===== config.mk =====
export PLATFORM = sky130hd
export DESIGN_NAME = pattern_row_serializer_m
export DESIGN_NICKNAME = d
export VERILOG_FILES = /design/src/rtl/gpu_pattern_pkg.sv /design/src/rtl/pattern_row_reverser_m.sv /design/src/rtl/pattern_row_serializer_m.sv
export SDC_FILE = /design/constraint.sdc
export NUM_CORES = 1
export LEC_CHECK = 0
export BUFFER_PORTS_ARGS = -buffer_cell sky130_fd_sc_hd__buf_4
export CAP_MARGIN = 20
export CELL_PAD_IN_SITES_DETAIL_PLACEMENT = 1
export CELL_PAD_IN_SITES_GLOBAL_PLACEMENT = 2
export CORE_MARGIN = 1
export CORE_UTILIZATION = 35
export CTS_CLUSTER_DIAMETER = 150
export CTS_CLUSTER_SIZE = 24
export DETAILED_ROUTE_END_ITERATION = 10
export GPL_ROUTABILITY_DRIVEN = 1
export PLACE_DENSITY_LB_ADDON = 0.3
export SLEW_MARGIN = 0
export SYNTH_ARGS = -nofsm -noshare
export SYNTH_HDL_FRONTEND = slang
export SYNTH_SLANG_ARGS = --single-unit

===== constraint.sdc =====
create_clock -name clk -period 4.3 [get_ports clk]
set_input_delay 0 -clock clk [delete_from_list [all_inputs] [get_ports clk]]
set_output_delay 0 -clock clk [all_outputs]
set_load 0.02 [all_outputs]

===== src/rtl/gpu_pattern_pkg.sv =====
// Shared definitions for the pattern-row datapath: default geometry and serializer FSM encoding.
package gpu_pattern_pkg;

  localparam int PIXELS_DEF = 8;
  localparam int BPP_DEF    = 2;
  localparam int ROW_W      = PIXELS_DEF * BPP_DEF;

  typedef enum logic {
    ST_IDLE  = 1'b0,
    ST_SHIFT = 1'b1
  } state_e;

endpackage


===== src/rtl/pattern_row_reverser_m.sv =====
// Combinational hflip: reverses the order of BPP-wide pixel fields when i_hflip is set.
module pattern_row_reverser_m
  import gpu_pattern_pkg::*;
#(
  parameter int PIXELS = PIXELS_DEF,
  parameter int BPP    = BPP_DEF
) (
  input  logic [PIXELS*BPP-1:0] i_row,
  input  logic                  i_hflip,
  output logic [PIXELS*BPP-1:0] o_row
);

  for (genvar g = 0; g < PIXELS; g++) begin : g_field
    assign o_row[g*BPP +: BPP] = i_hflip ? i_row[(PIXELS-1-g)*BPP +: BPP]
                                         : i_row[g*BPP +: BPP];
  end

endmodule


===== src/rtl/pattern_row_serializer_m.sv =====
// Pattern row to pixel stream serializer with per-row hflip applied on load.
// Optional PATTERN_ROW_SERIALIZER_PRELOAD_EN adds a one-row holding register for bubble-free rows.
module pattern_row_serializer_m
  import gpu_pattern_pkg::*;
#(
  parameter int PIXELS = PIXELS_DEF,
  parameter int BPP    = BPP_DEF
) (
  input  logic                  clk,
  input  logic                  rst_n,
  input  logic                  flush,
  input  logic                  in_valid,
  output logic                  in_ready,
  input  logic [PIXELS*BPP-1:0] in_row,
  input  logic                  in_hflip,
  output logic                  out_valid,
  input  logic                  out_ready,
  output logic [BPP-1:0]        out_pixel,
  output logic                  out_last
);

  localparam int              RW         = PIXELS * BPP;
  localparam int              CW         = $clog2(PIXELS);
  localparam logic [CW-1:0]   LAST_IDX   = CW'(PIXELS - 1);
  localparam logic [CW-1:0]   PENULT_IDX = CW'(PIXELS - 2);

  state_e          r_state;
  state_e          w_state_next;
  logic [RW-1:0]   r_shreg;
  logic [RW-1:0]   w_rev_row;
  logic [CW-1:0]   r_count;
  logic            r_out_last;
  logic            w_in_fire;
  logic            w_last_beat;
  logic            w_load_in;
  logic            w_shift;
`ifdef PATTERN_ROW_SERIALIZER_PRELOAD_EN
  logic            r_hold_valid;
  logic [RW-1:0]   r_hold_row;
  logic            w_load_hold;
  logic            w_capture;
`endif

  pattern_row_reverser_m #(
    .PIXELS (PIXELS),
    .BPP    (BPP)
  ) u_reverser (
    .i_row   (in_row),
    .i_hflip (in_hflip),
    .o_row   (w_rev_row)
  );

  // NOTE: every signal gets a default before the case so no path leaves one unassigned (no latches).
  always_comb begin
    w_state_next = r_state;
    w_load_in    = 1'b0;
    w_shift      = 1'b0;
`ifdef PATTERN_ROW_SERIALIZER_PRELOAD_EN
    w_load_hold  = 1'b0;
    w_capture    = 1'b0;
    in_ready     = !r_hold_valid;
`else
    in_ready     = (r_state == ST_IDLE);
`endif
    w_in_fire   = in_valid && in_ready;
    w_last_beat = (r_state == ST_SHIFT) && out_ready && (r_count == LAST_IDX);

    case (r_state)
      ST_IDLE: begin
        if (w_in_fire) begin
          w_load_in    = 1'b1;
          w_state_next = ST_SHIFT;
        end
      end
      ST_SHIFT: begin
        if (w_last_beat) begin
`ifdef PATTERN_ROW_SERIALIZER_PRELOAD_EN
          if (r_hold_valid)   w_load_hold  = 1'b1;
          else if (w_in_fire) w_load_in    = 1'b1;
          else                w_state_next = ST_IDLE;
`else
          w_state_next = ST_IDLE;
`endif
        end else if (out_ready) begin
          w_shift = 1'b1;
        end
`ifdef PATTERN_ROW_SERIALIZER_PRELOAD_EN
        // A row offered mid-row parks in the holding register until the last beat.
        w_capture = w_in_fire && !w_load_in;
`endif
      end
      default: w_state_next = ST_IDLE;
    endcase

    // Flush discards both beats of this cycle; in_ready is left as computed above.
    if (flush) begin
      w_state_next = ST_IDLE;
      w_load_in    = 1'b0;
      w_shift      = 1'b0;
`ifdef PATTERN_ROW_SERIALIZER_PRELOAD_EN
      w_load_hold  = 1'b0;
      w_capture    = 1'b0;
`endif
    end
  end

  // NOTE: sequential state uses non-blocking assignments so all registers update from pre-edge values.
  always_ff @(posedge clk or negedge rst_n) begin
    if (!rst_n) r_state <= ST_IDLE;
    else        r_state <= w_state_next;
  end

  always_ff @(posedge clk or negedge rst_n) begin
    if (!rst_n) begin
      r_shreg    <= '0;
      r_count    <= '0;
      r_out_last <= 1'b0;
    end else if (w_state_next == ST_IDLE) begin
      r_count    <= '0;
      r_out_last <= 1'b0;
    end else if (w_load_in) begin
      r_shreg    <= w_rev_row;
      r_count    <= '0;
      r_out_last <= 1'b0;
`ifdef PATTERN_ROW_SERIALIZER_PRELOAD_EN
    end else if (w_load_hold) begin
      r_shreg    <= r_hold_row;
      r_count    <= '0;
      r_out_last <= 1'b0;
`endif
    end else if (w_shift) begin
      r_shreg    <= r_shreg << BPP;
      r_count    <= r_count + 1'b1;
      r_out_last <= (r_count == PENULT_IDX);
    end
  end

`ifdef PATTERN_ROW_SERIALIZER_PRELOAD_EN
  always_ff @(posedge clk or negedge rst_n) begin
    if (!rst_n)           r_hold_valid <= 1'b0;
    else if (flush)       r_hold_valid <= 1'b0;
    else if (w_capture)   r_hold_valid <= 1'b1;
    else if (w_load_hold) r_hold_valid <= 1'b0;
  end

  // NOTE: the held row is pure data qualified by r_hold_valid, so it needs no reset.
  always_ff @(posedge clk) begin
    if (w_capture) r_hold_row <= w_rev_row;
  end
`endif

  assign out_valid = (r_state == ST_SHIFT);
  assign out_pixel = r_shreg[RW-1 -: BPP];
  assign out_last  = r_out_last;

endmodule


# Word-level counts from Yosys, hierarchy flattened
# Cells that the tools add are included.
[totals]
reg_bits = 21
input_bits = 22
word_cells = 40
[op_classes]
n_addsub = 1
eq_ne = 3
muxes = 26
bitwise = 1
n_reduce_logical = 5
[op_table]
columns = ["cell", "n"]
rows = [
  ["$mux W16", 2],
  ["$mux W2", 8],
  ["$mux W1", 12],
  ["$mux W3", 3],
  ["$eq A3 B3 Y1 const B", 2],
  ["$add A3 B1 Y3 const B", 1],
  ["$logic_and A1 B1 Y1", 3],
  ["$ne A3 B1 Y1 const B", 1],
  ["$pmux W1 S2", 1],
  ["$reduce_and A2 Y1", 1],
  ["$reduce_bool A2 Y1", 1],
  ["$not A1 Y1", 1],
]

# Depth between registers and ports, before layout
# Gate-level depths: netlist of the first run.
[depth]
word_depth = 8
depth_mapped = 7
mapped_depth_nobuf = 5

# Modules after synthesis
# Synthesis of the first run repeated with hierarchy kept, for this count alone.
[hier_totals]
hier_cells = 127
area_unflattened_um2 = 1375.1
[modules_own_cells]
columns = ["module", "instances", "cells_per_inst", "area_per_inst_um2", "seq_area_each_um2"]
rows = [
  ["pattern_row_serializer_m", 1, 109, 1126.1, 525.5],
  ["pattern_row_reverser_m", 1, 18, 249.0, 0.0],
]

# Worst setup path after synthesis of the first run
# Ideal clock, no wire load.
[synth_timing]
kind = "reg2reg"
startpoint = "register r_count[0]"
endpoint = "register r_shreg[10]"
arrival_time_ns = 1.739
setup_slack_ns = 2.435
path_stages_with_launch = 8
synth_period_minus_slack_ns = 1.865
cell_sequence = "dfrtp_1 > ha_1 > ha_1 > and4bb_2 > nor2b_4 > buf_6 > buf_6 > a221o_1"
[synth_between]
elab_chain_cells = 7
elab_cells_between_ends = 10
[synth_rtl]
columns = ["item", "line", "text"]
rows = [
  ["start: declaration", "pattern_row_serializer_m.sv:31", "logic [CW-1:0] r_count;"],
  ["start signal: assignment", "pattern_row_serializer_m.sv:133", "r_count <= r_count + 1'b1;"],
  ["$eq A3 B3 Y1 (*)", "pattern_row_serializer_m.sv:66", "w_last_beat = (r_state == ST_SHIFT) && out_ready && (r_count == LAST_IDX);"],
  ["$logic_and A1 B1 Y1 (*)", "pattern_row_serializer_m.sv:66", ""],
  ["$mux W1", "pattern_row_serializer_m.sv:76", "if (w_last_beat) begin"],
  ["$mux W1", "pattern_row_serializer_m.sv:68", "case (r_state)"],
  ["$mux W1", "pattern_row_serializer_m.sv:96", "if (flush) begin"],
  ["$reduce_bool A2 Y1 (no source line)", "n/a", ""],
  ["$reduce_and A2 Y1 (no source line) (*)", "n/a", ""],
  ["end signal: assignment", "pattern_row_serializer_m.sv:122", "r_shreg <= w_rev_row;"],
  ["end signal: assignment", "pattern_row_serializer_m.sv:132", "r_shreg <= r_shreg << BPP;"],
  ["end: declaration", "pattern_row_serializer_m.sv:29", "logic [RW-1:0] r_shreg;"],
]
# Mark *: on every way between the ends. The rest lies on a longest branch, timed or not.
# A chain may end at the register's enable or synchronous reset.

# Worst setup path after layout of the first run
[layout_timing]
startpoint = "register r_count[0]"
endpoint = "register r_shreg[2]"
# The elaborated chain is that of the path after synthesis.

==> impl_metrics.tcl, run 1 <==
set metrics [dict create \
    cell_internal_pwr_uw 323 \
    critPathSlowestCell "and4bb_2" \
    synthCells 100 \
    initial_utilization 0.370 \
    crit_cells 5 \
    end_kind "flop" \
    clkPwrFrac 0.215 \
    io_pins 27 \
    drt_iter0_drc 27 \
    overflow 0 \
    critPathMostFrequentCell "ha_1" \
    final_cells 173 \
    fmax_mhz 495 \
    rrSetupSlack_ns 2.28 \
    die_area_sq_um 3460 \
    cp_cell_sequence "ha_1 > ha_1 > and4bb_2 > nor2b_4 > a221o_1" \
    synth_seq_cells 21 \
    worstPathRequired_ns 4.50 \
    cp_data_arrival_time_ns 2.22 \
    whs_path_depth 4 \
    power_uw 450 \
    slowest_delay_ns 0.55 \
    period_needed_ns 2.02 \
    viasPerCell 5.28 \
    cts_sinks 21 \
    busiest_layer "met2" \
    dr.pass1.iters 4 \
    final_hold_viol_count 0 \
    diodes 0 \
    worstHoldEndpoint "r_shreg[15]" \
    grt_pass1_vias 872 \
    grt_use_total 0.165 \
    die_h_um 58.8 \
    drv_cap 0 \
    synthDistinctLibCells 22 \
    path_clk_slew_ns 0.12 \
    critPathKind "flop to flop" \
    clk-insertion-delay-late_ns 0.31 \
    ir_drop_mv 0.0930 \
    synth_nets 125 \
    coreArea_sq_um 3050 \
    hold_path_class "primary input to flop" \
    slew_headroom 0.614 \
    cts_tree "done" \
    wl_per_cell_um 14.6 \
    final_nets 155 \
    drt-total-wl_um 2520 \
    syn_to_final_growth_pct 25.9 \
    place_area_sq_um 1320 \
    fin_area_sq_um 1420 \
    syn_avg_cell_area_sq_um 11.3 \
    drive_gt1_frac 0.248 \
    worstHoldStart "in_row[15]" \
    hpwl_um 1730 \
    cts-htree-levels 1 \
    cts_buffer_depth 2 \
    outcome "complete, no violations" \
    fin_tns_setup_ns 0 \
    grt_pass1_wl_um 4220 \
    path_buf_inv 0 \
    rr_worst_depth 5 \
    cp_top_family "simple AND/OR/NAND/NOR gates" \
    cts_buffers 3 \
    seqPwrFrac 0.553 \
    comb_power_share 0.232 \
    r2r-start "r_count[0]" \
    swShare 0.283 \
    p_leak_nw 0.688 \
    dr_total_vias 914 \
    root_buffer "clkbuf_4" \
    met2_usage 0.258 \
    grt.met3_usage 0.0286 \
    cts_setup_buffers 0 \
    p_per_area_nw_per_um2 316 \
    r2r-end "r_shreg[2]" \
    rows 20 \
    dp_cells 161 \
    cts_resized 0 \
    crit_path_start_kind "flop" \
    grt_antenna_before_repair 0 \
    ys_seq_area_frac 0.465 \
    switchingPower_uw 127 \
    rsz0062_at_grt "false" \
    gp_congestion 0.690 \
    crit_start "r_count[0]" \
    ys_warn_count 0 \
    skew_ns 0.00746 \
    finalSetupViolations 0 \
    period_share 0.470 \
    slew_violations 0 \
    drc 0 \
    grt_max_degree 22 \
    use_met1 0.229 \
    netlist_area_sq_um 1130 \
    drtAntennaViolNets 0 \
    cts_hold_buffers 8 \
    tightest_slew_ns 0.579 \
    die_w_um 58.8 \
    path_max_fanout 16 \
    port-buffer-count 26 \
]
stage by stage:
| step | utilization | setup slack, ns | hold slack (ns) |
|---|---|---|---|
| final | 0.466 | 2.28 | 0.0539 |
| after global routing | 0.466 | 2.14 | 0.0677 |
| after CTS | 0.466 | 2.27 | 0.0373 |
| after detailed placement | 0.431 | 2.27 | -0.0940 |
| after global placement | 0.431 | 2.36 | -0.104 |
| after floorplan | - | 2.43 | -0.296 |
cell type report:
cell class              instances  area [sq um]
clock buffers                   3          22.5
clock inverters                 1          5.00
fillers                       351          1630
inverters                       3          11.3
multi-input cells              67           529
flip-flops and latches         21           526
well taps                      44          55.1
repair buffers                 34           275
cells in the final DEF (no fill, tap or decap), drive strengths merged, types with 2 or more instances in the layout:
cell type	instances
inv	3
buf	26
clkbuf	3
dfrtp	21
a21oi	4
ha	3
mux2i	16
nand2	2
o2bb2ai	2
nor2	17
dlygate4sd3	8
a221o	14
nor3b	2
registers in the layout (all words and copies together), names as in the netlist:
signal,flops
out_last,1
out_valid,1
r_count,3
r_shreg,16
power groups by stage:
stage | clock network, mW | registers [mW] | logic [mW]
after floorplan | 0 | 0.247 | 0.0699
after global placement | 0 | 0.252 | 0.0948
after detailed placement | 0 | 0.252 | 0.0982
after CTS | 0.100 | 0.249 | 0.105
after global routing | 0.103 | 0.252 | 0.114
final | 0.0966 | 0.249 | 0.104
how the worst max path moves through the flow:
stage | to | slack, ns
finish | r_shreg[2] | 2.28
global route | r_shreg[2] | 2.14
CTS | r_shreg[2] | 2.27
detailed placement | r_shreg[5] | 2.27
global placement | r_shreg[3] | 2.36
floorplan | r_shreg[10] | 2.43
kinds of logic (layout without fill, tap and decap cells):
logic type / Yosys count / after routing / synth area share
adders and majority gates: 3 / 3 / 0.0332
buffers and inverters: 12 / 41 / 0.0675
AOI/OAI and AO/OA: 21 / 21 / 0.165
DFF: 21 / 21 / 0.465
muxes: 16 / 16 / 0.142
and+or+nand+nor: 27 / 27 / 0.128
worst reg2reg max path, cell delays in order (launching register included):
cell and delay [ns]:
dfrtp_1 0.43, ha_1 0.21, ha_1 0.23, and4bb_2 0.55, nor2b_4 0.16, a221o_1 0.32
Yosys cell counts (all sizes together):
cell type	instances	area (sq um)
dfrtp	21	526
or2b	1	7.51
a221o	14	140
buf	7	57.5
ha	3	37.5
or3b	1	8.76
mux2i	16	160
clkbuf	2	7.51
o2bb2ai	2	17.5
nor2b	1	13.8
nor2	17	63.8
nor3b	2	15.0
and4bb	1	12.5
a311oi	1	8.76
nand3b	1	7.51
nand4b	1	8.76
nand2	2	7.51
a21oi	4	20.0
inv	3	11.3
layer usage:
metal,wire (um),up-vias,part of all wire
li1,-,431,-
met1,1240,453,0.49
met2,1130,25,0.45
met3,112,5,0.044
met4,40,0,0.016
met5,0,-,0
No activity file was read; power rests on OpenSTA's default activity.
==> run 2: changes to the inputs <==
--- a/config.mk
+++ b/config.mk
@@ -5,12 +5,13 @@
 export SDC_FILE = /design/constraint.sdc
 export NUM_CORES = 1
 export LEC_CHECK = 0
+export ABC_AREA = 1
 export BUFFER_PORTS_ARGS = -buffer_cell sky130_fd_sc_hd__buf_4
 export CAP_MARGIN = 20
 export CELL_PAD_IN_SITES_DETAIL_PLACEMENT = 1
 export CELL_PAD_IN_SITES_GLOBAL_PLACEMENT = 2
 export CORE_MARGIN = 1
-export CORE_UTILIZATION = 35
+export CORE_UTILIZATION = 29
 export CTS_CLUSTER_DIAMETER = 150
 export CTS_CLUSTER_SIZE = 24
 export DETAILED_ROUTE_END_ITERATION = 10
==> constraint.sdc (replaced) <==
create_clock -name clk -period 2.1 [get_ports clk]
set_input_delay 0 -clock clk [delete_from_list [all_inputs] [get_ports clk]]
set_output_delay 0 -clock clk [all_outputs]
set_load 0.02 [all_outputs]
==> impl_metrics.tcl, run 2 <==
set metrics [dict create \
    outcome "complete, no violations" \
    gp_congestion 0.735 \
    swShare 0.326 \
    power_mw 1.11 \
    ys_seq_area_frac 0.397 \
    hold_path_class "primary input to flop" \
    skew_ns 0.00456 \
    synth_edf_count 0 \
    drtAntennaViolNets 0 \
    viasPerCell 4.56 \
    final_hold_viol_count 0 \
    crit_path_start_kind "flop" \
    period_share 0.795 \
    path_clk_slew_ns 0.08 \
    n_fill_cell 572 \
    clkPwrFrac 0.242 \
    rrSetupSlack_ns 0.43 \
    worstPathRequired_ns 2.25 \
    slowest_delay_ns 0.41 \
    cp_data_arrival_time_ns 1.82 \
    cell_internal_pwr_uw 749 \
    cts_hold_buffers 1 \
    cts_setup_buffers 0 \
    use_met1 0.206 \
    met2_usage 0.248 \
    synthDistinctLibCells 14 \
    slew_violations 0 \
    crit_start "r_count[0]" \
    p_leak_nw 0.920 \
    cts_buffers 3 \
    initial_utilization 0.304 \
    whs_path_depth 5 \
    synth_top_area_share 0.397 \
    rr_worst_depth 8 \
    synth_nets 222 \
    cts_buffer_depth 2 \
    grt_antenna_before_repair 0 \
    clk-insertion-delay-late_ns 0.26 \
    drv_cap 0 \
    path_max_fanout 18 \
    rsz0062_at_grt "false" \
    port-buffer-count 26 \
    critPathSlowestCell "dfrtp_1" \
    fin_hold_ws_ns 0.0667 \
    die_w_um 69.5 \
    coreArea_sq_um 4350 \
    grt.met3_usage 0.0145 \
    regMostFlops "r_shreg" \
    die_h_um 69.5 \
    largest_reg_flops 16 \
    io_pins 27 \
    synth_area_leaders "dfrtp_1 (40%), nand2_1 (23%), inv_1 (9.1%)" \
    syn_avg_cell_area_sq_um 6.71 \
    switchingPower_uw 363 \
    syn_to_final_growth_pct 18.5 \
    comb_power_share 0.275 \
    mostFrequentLayoutCells "nand2_1 (82), inv_1 (32), buf_4 (28), dfrtp_1 (21), nand3_1 (20)" \
    cts-htree-levels 1 \
    place_area_sq_um 1510 \
    fin_area_sq_um 1570 \
    worstHoldStart "in_row[15]" \
    fmax_mhz 599 \
    grt_max_degree 33 \
    cp_cell_sequence "ha_1 > ha_1 > nor2_1 > nand2_1 > nand2_1 > inv_2 > nand2_1 > nand2_1" \
    diodes 0 \
    grt_pass1_wl_um 5900 \
    yosys.area.top_type "dfrtp_1" \
    drt-total-wl_um 3240 \
    final_common_cell "nand2_1" \
    drive_gt1_frac 0.164 \
    period_needed_ns 1.67 \
    yosysMostFrequentCell "nand2_1" \
    cts_sinks 21 \
    synth_seq_cells 21 \
    synthCells 197 \
    critPathMostFrequentCell "nand2_1" \
    overflow 0 \
    cts_resized 0 \
    grt_pass1_vias 1325 \
    async_flop_share 1.00 \
    die_area_sq_um 4830 \
    p_per_area_nw_per_um2 709 \
    netlist_area_sq_um 1320 \
    worstHoldEndpoint "r_shreg[1]" \
    dr_total_vias 1235 \
    top_regs "r_shreg (16), r_count (3)" \
    end_kind "flop" \
    busiest_layer "met2" \
    grt_use_total 0.149 \
    fin_tns_setup_ns 0 \
    drc 0 \
    r2r-end "r_shreg[9]" \
    drt_iter0_drc 44 \
    rows 24 \
    dr.pass1.iters 3 \
    finalSetupViolations 0 \
    root_buffer "clkbuf_8" \
    ys_warn_count 0 \
    seqPwrFrac 0.483 \
    ys.flop_type "dfrtp_1" \
    slew_headroom 0.760 \
    hpwl_um 2480 \
    tightest_slew_ns 0.359 \
    final_nets 245 \
    critPathKind "flop to flop" \
    synthTopCellsByCount "nand2_1 (82), inv_1 (32), dfrtp_1 (21)" \
    cts_tree "done" \
    wl_per_cell_um 12.0 \
    r2r-start "r_count[0]" \
    ir_drop_mv 0.227 \
]
==> run 2: kinds of logic (layout without fill, tap and decap cells) <==
group / count (synthesis) / in the layout / share of synthesized area
AOI/OAI and AO/OA: 19 / 19 / 0.0719
adders and majority gates: 3 / 3 / 0.0284
buffers and inverters: 46 / 68 / 0.167
DFF: 21 / 21 / 0.397
and+or+nand+nor: 108 / 108 / 0.336
==> run 2: worst max-delay path by stage <==
stage / to / cells past startpoint
finish: r_shreg[9] / 8
global route: r_shreg[13] / 8
CTS: r_shreg[9] / 8
detailed placement: r_shreg[9] / 8
global placement: r_shreg[7] / 8
floorplan: r_shreg[15] / 9
==> run 2: stage by stage <==
step           utilization  setup WS (ns)  cells
6_report             0.360          0.430    271
5_1_grt              0.360          0.268    271
4_1_cts              0.360          0.412    271
3_5_place_dp         0.347          0.427    266
3_3_place_gp         0.347          0.483    266
2_1_floorplan            -          0.700    197
==> run 2: final cells by class <==
class / count / area, sq um / share of cell area
clock buffers: 3 / 41.3 / 0.0263
inverters: 35 / 134 / 0.0854
clock inverters: 1 / 5.00 / 0.00319
well taps: 52 / 65.1 / 0.0415
flip-flops and latches: 21 / 526 / 0.335
repair buffers: 29 / 220 / 0.140
multi-input cells: 130 / 577 / 0.368
==> run 2: critical path: cells and delay by family, from the launching register on <==
kind,cells,cell delay (ns)
adder cells (fa/ha/maj),2,0.40
flip-flops,1,0.41
buffers and inverters,1,0.21
AND/OR/NAND/NOR,5,0.55
==> run 2: power groups by stage <==
stage,sequential (mW),clock (mW),combinational (mW)
after global routing,0.548,0.293,0.362
after CTS,0.539,0.274,0.314
after detailed placement,0.547,0,0.310
after global placement,0.542,0,0.299
after floorplan,0.532,0,0.227
final,0.537,0.269,0.306
==> run 2: layer usage <==
metal  vias up  share of wire
met5         -              0
met1       577           0.48
met4         0         0.0093
met3         2          0.027
met2        23           0.48
li1        633              -
==> run 3: changes to the inputs <==
--- a/config.mk
+++ b/config.mk
@@ -11,7 +11,7 @@
 export CELL_PAD_IN_SITES_DETAIL_PLACEMENT = 1
 export CELL_PAD_IN_SITES_GLOBAL_PLACEMENT = 2
 export CORE_MARGIN = 1
-export CORE_UTILIZATION = 29
+export CORE_UTILIZATION = 26
 export CTS_CLUSTER_DIAMETER = 150
 export CTS_CLUSTER_SIZE = 24
 export DETAILED_ROUTE_END_ITERATION = 10
==> constraint.sdc (replaced) <==
create_clock -name clk -period 1.5 [get_ports clk]
set_input_delay 0 -clock clk [delete_from_list [all_inputs] [get_ports clk]]
set_output_delay 0 -clock clk [all_outputs]
set_load 0.02 [all_outputs]
==> impl_metrics.tcl, run 3 (synthesis results as in run 2) <==
set metrics [dict create \
    grt_antenna_before_repair 0 \
    outcome "complete, no violations" \
    die_area_sq_um 5380 \
    skew_ns 0.00698 \
    wl_per_cell_um 11.3 \
    tightest_slew_ns 0.276 \
    dr_total_vias 1232 \
    finalSetupViolations 0 \
    critPathKind "flop to flop" \
    root_buffer "clkbuf_8" \
    drtAntennaViolNets 0 \
    hpwl_um 2410 \
    critPathSlowestCell "dfrtp_1" \
    slowest_delay_ns 0.38 \
    final_common_cell "nand2_1" \
    period_needed_ns 1.42 \
    path_clk_slew_ns 0.08 \
    drive_gt1_frac 0.196 \
    fin_tns_setup_ns 0 \
    die_h_um 73.3 \
    slew_violations 0 \
    worstPathRequired_ns 1.70 \
    final_hold_viol_count 0 \
    cp_cell_sequence "ha_2 > ha_2 > nor2_1 > nand2_1 > nand2_4 > buf_6 > nand3_1 > nand2_1" \
    syn_to_final_growth_pct 26.8 \
    hold_path_class "primary input to flop" \
    r2r-start "r_count[1]" \
    worstHoldEndpoint "r_shreg[0]" \
    grt_pass1_wl_um 5360 \
    io_pins 27 \
    cts-htree-levels 1 \
    crit_path_start_kind "flop" \
    gp_congestion 0.691 \
    whs_path_depth 5 \
    cts_buffer_depth 2 \
    drc 0 \
    diodes 0 \
    path_buf_inv 1 \
    cts_setup_buffers 0 \
    cp_top_family "simple AND/OR/NAND/NOR gates" \
    ir_drop_mv 0.638 \
    worstHoldStart "in_row[14]" \
    grt_use_total 0.129 \
    drv_cap 0 \
    port-buffer-count 26 \
    dp_cells 286 \
    drt_iter0_drc 24 \
    mostFrequentLayoutCells "nand2_1 (81), inv_1 (32), buf_4 (31), dfrtp_1 (21), nand3_1 (20)" \
    cp_data_arrival_time_ns 1.62 \
    fmax_mhz 703 \
    slew_headroom 0.816 \
    grt_max_degree 33 \
    die_w_um 73.3 \
    grt_pass1_vias 1172 \
    largest_reg_flops 16 \
    end_kind "flop" \
    path_max_fanout 8 \
    clk-insertion-delay-late_ns 0.26 \
    rr_worst_depth 8 \
    drt-total-wl_um 3290 \
    regMostFlops "r_shreg" \
    dr.pass1.iters 3 \
    period_share 0.948 \
    cts_buffers 3 \
    final_nets 251 \
    initial_utilization 0.275 \
    viasPerCell 4.22 \
    rows 25 \
    cts_sinks 21 \
    p_leak_nw 0.953 \
    overflow 0 \
    top_regs "r_shreg (16), r_count (3)" \
    p_per_area_nw_per_um2 939 \
    rrSetupSlack_ns 0.08 \
    cts_tree "done" \
    r2r-end "r_shreg[13]" \
    final_cells 292 \
    coreArea_sq_um 4820 \
]
run 3: repair_timing:
item	CTS	global route
setup endpoints to repair	0	20
hold buffers	1	0
gates resized for setup	0	10
hold endpoints to repair	21	0
run 3: report_power, final:
group	leakage, nW	switching [mW]	total (mW)	internal [mW]
logic	0.660	0.259	0.464	0.205
clock network	0.0228	0.174	0.363	0.189
registers	0.270	0.0624	0.748	0.685
total	0.953	0.496	1.58	1.08
run 3: layer usage:
metal,routed length [um],vias up,track usage
met5,0,-,0
met4,9,0,0.0128
met1,1570,573,0.172
met3,66,2,0.0329
li1,-,647,-
met2,1640,10,0.216
run 3: area by class of cell:
cell class              instances  area [sq um]
multi-input cells             130           589
well taps                      67          83.8
flip-flops and latches         21           526
fillers                       638          3140
inverters                      35           139
repair buffers                 35           294
clock buffers                   4          45.0
run 3: worst min-delay path, cell delays in order:
cell and delay [ns]:
buf_4 0.08, nand2_1 0.04, o21ai_0 0.07, nand2_1 0.05, o21ai_0 0.06
run 3: how the worst max path moves through the flow:
| stage | depth (start not counted) | to | slack (ns) | start |
|---|---|---|---|---|
| floorplan | 9 | r_shreg[15] | 0.1 | r_count[0] |
| global placement | 8 | r_count[1] | 0.07 | r_count[0] |
| detailed placement | 8 | r_count[2] | 0.03 | r_count[0] |
| CTS | 8 | r_count[2] | 0.01 | r_count[0] |
| global route | 8 | r_shreg[13] | -0.08 | r_count[1] |
| finish | 8 | r_shreg[13] | 0.08 | r_count[1] |
run 3: through the flow:
stage / setup WS (ns) / hold WS, ns / util / power (mW) / area (sq um)
after global placement: 0.0665 / -0.0942 / 0.325 / 1.19 / 1570
final: 0.0782 / 0.0783 / 0.348 / 1.58 / 1680
after floorplan: 0.0997 / -0.296 / - / 1.06 / 1320
after global routing: -0.0760 / 0.111 / 0.348 / 1.71 / 1680
after CTS: 0.0131 / 0.0823 / 0.337 / 1.58 / 1620
after detailed placement: 0.0293 / -0.0954 / 0.325 / 1.21 / 1570
